[src/rtl/wb_stage.sv]
// Writeback stage: single-entry MEM->WB buffer that waits for load data, aligns and extends it,
// and issues one register-file write per retiring instruction. x0 writes are suppressed here.
module wb_stage (
  input  logic        clk,
  input  logic        reset,
  input  logic        mem_valid,
  output logic        mem_ready,
  input  logic        mem_regWr,
  input  logic        mem_is_load,
  input  logic [2:0]  mem_funct3,
  input  logic [4:0]  mem_rd_addr,
  input  logic [31:0] mem_alu_result,
  input  logic        dmem_rvalid,
  input  logic [31:0] dmem_rdata,
  output logic        wb_regWr,
  output logic [4:0]  wb_rd_addr,
  output logic [31:0] wb_rd_data,
  output logic        wb_misalign,
  output logic [31:0] wb_retire_cnt,
  output logic [1:0]  state_dbg
);

  typedef enum logic [1:0] {
    EMPTY     = 2'd0,
    WAIT_LOAD = 2'd1,
    WRITE     = 2'd2
  } state_t;

  state_t      state, nxt_state;
  logic        ld_regwr;
  logic [4:0]  ld_rd_addr;
  logic [2:0]  ld_funct3;
  logic [1:0]  ld_off;

  logic        accept;
  logic        nxt_regwr;
  logic        nxt_misalign;
  logic [4:0]  nxt_rd_addr;
  logic [31:0] nxt_rd_data;

  logic [7:0]  byte_sel;
  logic [15:0] half_sel;
  logic [31:0] ld_aligned;
  logic        ld_misalign;

  // Handshake: an instruction transfers on a rising edge where mem_valid & mem_ready are both 1;
  // mem_ready depends only on state, so the memory stage may hold mem_valid without a comb loop.
  assign mem_ready = (state == EMPTY) || (state == WRITE);
  assign accept    = mem_valid & mem_ready;
  assign state_dbg = state;

  always_comb begin
    byte_sel    = 8'h00;
    half_sel    = ld_off[1] ? dmem_rdata[31:16] : dmem_rdata[15:0];
    ld_aligned  = dmem_rdata;
    ld_misalign = 1'b0;
    case (ld_off)
      2'd0:    byte_sel = dmem_rdata[7:0];
      2'd1:    byte_sel = dmem_rdata[15:8];
      2'd2:    byte_sel = dmem_rdata[23:16];
      default: byte_sel = dmem_rdata[31:24];
    endcase
    case (ld_funct3)
      3'b000: ld_aligned = {{24{byte_sel[7]}}, byte_sel};
      3'b100: ld_aligned = {24'h000000, byte_sel};
      3'b001: begin
        ld_aligned  = {{16{half_sel[15]}}, half_sel};
        ld_misalign = ld_off[0];
      end
      3'b101: begin
        ld_aligned  = {16'h0000, half_sel};
        ld_misalign = ld_off[0];
      end
      3'b010:  ld_misalign = (ld_off != 2'd0);
      default: ld_misalign = 1'b1;
    endcase
  end

  always_comb begin
    nxt_state    = state;
    nxt_regwr    = 1'b0;
    nxt_misalign = 1'b0;
    nxt_rd_addr  = wb_rd_addr;
    nxt_rd_data  = wb_rd_data;
    case (state)
      EMPTY, WRITE: begin
        if (accept) begin
          if (mem_is_load) begin
            nxt_state = WAIT_LOAD;
          end else begin
            nxt_state   = WRITE;
            nxt_regwr   = mem_regWr & (mem_rd_addr != 5'd0);
            nxt_rd_addr = mem_rd_addr;
            nxt_rd_data = mem_alu_result;
          end
        end else begin
          nxt_state = EMPTY;
        end
      end
      WAIT_LOAD: begin
        if (dmem_rvalid) begin
          nxt_state    = WRITE;
          nxt_rd_addr  = ld_rd_addr;
          nxt_misalign = ld_misalign;
          nxt_regwr    = ld_regwr & (ld_rd_addr != 5'd0) & ~ld_misalign;
          if (!ld_misalign) nxt_rd_data = ld_aligned;
        end
      end
      default: nxt_state = EMPTY;
    endcase
  end

  always_ff @(posedge clk or posedge reset) begin
    if (reset) begin
      state         <= EMPTY;
      wb_regWr      <= 1'b0;
      wb_rd_addr    <= 5'd0;
      wb_rd_data    <= 32'h0;
      wb_misalign   <= 1'b0;
      wb_retire_cnt <= 32'h0;
      ld_regwr      <= 1'b0;
      ld_rd_addr    <= 5'd0;
      ld_funct3     <= 3'b000;
      ld_off        <= 2'd0;
    end else begin
      state       <= nxt_state;
      wb_regWr    <= nxt_regwr;
      wb_rd_addr  <= nxt_rd_addr;
      wb_rd_data  <= nxt_rd_data;
      wb_misalign <= nxt_misalign;
      // Every instruction retires at the end of its WRITE cycle, even if its write was dropped.
      if (state == WRITE) wb_retire_cnt <= wb_retire_cnt + 32'd1;
      if (accept) begin
        ld_regwr   <= mem_regWr;
        ld_rd_addr <= mem_rd_addr;
        ld_funct3  <= mem_funct3;
        ld_off     <= mem_alu_result[1:0];
      end
    end
  end

endmodule

[config.mk]
export PLATFORM = sky130hd
export DESIGN_NAME = wb_stage
export DESIGN_NICKNAME = d
export VERILOG_FILES = /design/src/rtl/wb_stage.sv
export SDC_FILE = /design/constraint.sdc
export NUM_CORES = 1
export LEC_CHECK = 0
export ABC_AREA = 1
export BUFFER_PORTS_ARGS = -buffer_cell sky130_fd_sc_hd__buf_4
export CAP_MARGIN = 20
export CORE_MARGIN = 5
export CORE_UTILIZATION = 52
export CTS_CLUSTER_DIAMETER = 40
export DETAILED_ROUTE_END_ITERATION = 16
export GPL_TIMING_DRIVEN = 0
export HOLD_SLACK_MARGIN = 0.05
export PLACE_DENSITY_LB_ADDON = 0.3
export SETUP_SLACK_MARGIN = 0.4
export SLEW_MARGIN = 20
export SYNTH_ARGS = -nofsm -noshare
export SYNTH_HDL_FRONTEND = slang
export SYNTH_SLANG_ARGS = --single-unit
export TNS_END_PERCENT = 50
[constraint.sdc]
create_clock -name clk -period 3.45 [get_ports clk]
set_clock_uncertainty 0.15 [all_clocks]
set_input_delay 0.1725 -clock clk [delete_from_list [all_inputs] [get_ports clk]]
set_output_delay 0.1725 -clock clk [all_outputs]
set_load 0.05 [all_outputs]
==> impl_metrics.toml <==
[yosys]
synth_top_family_by_area = "simple AND/OR/NAND/NOR gates"
synth.top_cells.by_area = "dfrtp_1 (42%), nand2_1 (18%), nor2_1 (8.6%)"
yosysTopAreaCell = "dfrtp_1"
synth_compound_area_share_pct = 8.497
yosys_warnings = 0
synthesis.area_um2 = 4977
synth_edf_count = 0
synth-simple-area-share_pct = 37.18
synth-xor-area-share_pct = 4.022
synth_ff_type = "dfrtp_1"
syn_area_per_cell_um2 = 7.121
syn-instance-count = 699
synth-seq-cells = 84
synth_cell_type_count = 38
yosys.area.top_type_share_pct = 42.23
synthAdderAreaFrac_pct = 0.2514
synth_common_cells = "nand2_1 (233), nor2_1 (114), dfrtp_1 (84)"
syn-num-nets = 778
ys_seq_area_share_pct = 42.23
async_reset_ff_share_pct = 100.0
synthMuxAreaShare_pct = 0
synth.most_common_cell = "nand2_1"

[sta]
setup_viol = 0
period_share_pct = 69.66
relSlewSlack_pct = 57.28
fmax_ghz = 0.4161
maxSlewViolCount = 0
layout_min_cycle_time_ns = 2.403
rsz0062_at_grt = "no"
finalHoldViolations = 0
worstMarginPinSlew_ns = 0.6408

[drt]
dr.max_layer_used = "met4"
routedWlPerCell_um = 15.81
vias = 5457
dr.first_iter.drc_count = 361
antenna_left = 0
drcViolationCount = 0
firstDrtPassIters = 5
met2_length_um = 8175
via_per_inst = 5.187
route.met3.wl_um = 1176
wl_met1_um = 6780
drt_wl_total_um = 16630

[floorplanning]
die-width_um = 107.8
core_area_um2 = 9284
die_h_um = 107.8
row_count = 35
die_area_um2 = 11630
pin_count = 152
initial_core_util_pct = 53.61

[cells_and_area]
multiInputGateArea_um2 = 2486
final_nets = 997
area_growth_pct = 41.86
post-route-util_pct = 76.05
fillers = 703
drive_above_1_share_pct = 23.73
diodes = 0
finalNonFillerCells = 1052
regArea_um2 = 2102

[cts]
clockRootBuffer = "clkbuf_8"
clockBufferDepth = 2
postCtsHoldBufs = 56
cts_tree = "done"
cts.sinks = 84
htree_levels = 3
clk_latency_ns = 0.38
post_cts_buffers = 0
cts_resized = 0
cts_made_buffers = 9
clkTransAtPathRegs_ns = 0.10

[worst_setup_path]
crit_required_ns = 3.61
end_kind = "flip-flop"
critPathMaxFanout = 10
cp_data_arrival_time_ns = 2.56
critical_path_class = "reg -> reg"
worstSetupStartpointType = "flip-flop"

[global_route]
gr-total-overflow = 0
track_usage_pct = 29.45
grt_start_max_net_pins = 51
grt_first_pass_wirelength_um = 26960
antenna_found_initial = 0
grt_pass1_vias = 5411

[job]
cap_violations = 0

[power]
vdd_drop_max_mv = 0.4580
powerDensity_nw_per_um2 = 579.4
power_mw = 4.091
p_leak_nw = 3.668

[outcome]
status = "complete, no violations"

[place]
dp_cells = 980
gp_congestion = 0.9332
portBuffers = 151
hpwlAfterDp_um = 12140

[hold_path]
min_path_type = "in -> reg"
where the power goes:
part	leakage, nW	internal (mW)	switching, mW	total [mW]
sequential	1.07	1.20	0.169	1.37
clock	0.106	0.347	0.428	0.775
combinational	2.49	0.619	1.33	1.95
total	3.67	2.17	1.92	4.09
critical path, cell delays in order, from the launching register on:
cell	delay (ns)
dfrtp_1	0.43
inv_2	0.08
nor2_1	0.24
buf_2	0.29
buf_2	0.28
nor2_1	0.07
nor2_1	0.12
nand2_1	0.06
dlygate4sd3_1	0.56
nand2_1	0.07
area by class of cell:
type                       count  area share [%]
timing repair buffer         208           24.28
clock buffer                   9           1.754
multi-input combinational    530           35.21
sequential                    84           29.77
clock inverter                 7           1.152
buffer                        28           2.481
inverter                      57           3.066
tap                          129           2.286
path summary, 6_finish.rpt:
path | end | slack (ns) | from | cells after the start
worst max-delay path | wb_rd_data[24]$_DFFE_PP0P_ | 1.05 | state_dbg[0]$_DFFE_PP0N_ | 9
worst min-delay path | wb_rd_data[1]$_DFFE_PP0P_ | 0.05 | dmem_rdata[1] | 5
worst max register to register | wb_rd_data[24]$_DFFE_PP0P_ | 1.05 | state_dbg[0]$_DFFE_PP0N_ | 9
worst min register to register | wb_rd_data[20]$_DFFE_PP0P_ | 0.34 | wb_rd_data[20]$_DFFE_PP0P_ | 2
max in group asynchronous | wb_rd_data[4]$_DFFE_PP0P_ | 2.23 | reset | 4
min in group asynchronous | wb_rd_data[11]$_DFFE_PP0P_ | 0.30 | reset | 3
flip-flops by register name (all words and copies together), names as in the netlist:
register and cells:
wb_rd_addr 5, ld_off 2, ld_rd_addr 5, wb_rd_data 32, ld_regwr 1, ld_funct3 3, state_dbg 2, wb_regWr 1
wb_retire_cnt 32, wb_misalign 1
cells by family after synthesis:
group / Yosys count
simple gates: 426
buf+inv: 85
flops: 84
compound gates: 81
xor+xnor: 22
fa+ha+maj: 1
per-layer routing:
metal	vias to the layer above	global-route usage, %
met5	-	0
met3	48	4.919
li1	2638	-
met2	246	49.42
met4	0	11.54
met1	2525	37.89
stage by stage:
step           area [um^2]  setup WS, ns  hold slack [ns]  setup TNS [ns]
2_1_floorplan         4977        0.9624           0.1335               0
4_1_cts               7061         1.081          0.05109               0
3_3_place_gp          6272     -0.002502           0.2301        -0.04856
6_report              7061         1.047          0.05414               0
3_5_place_dp          6295         1.611           0.1623               0
5_1_grt               7061        0.8386          0.05767               0
cells in the final DEF, fill, tap and decap left out, drive strengths merged:
master,n
a21oi,45
a31oi,5
and3,1
buf,174
bufinv,1
clkbuf,15
clkinv,3
dfrtp,84
dlygate4sd3,56
ha,1
inv,60
nand2,240
nand3,38
nand3b,6
nand4,8
nor2,123
nor3,7
nor3b,1
o211ai,1
o21ai,27
o22ai,2
o31ai,1
or2,2
xnor2,9
xor2,13
(Power assumes the default switching activity.)
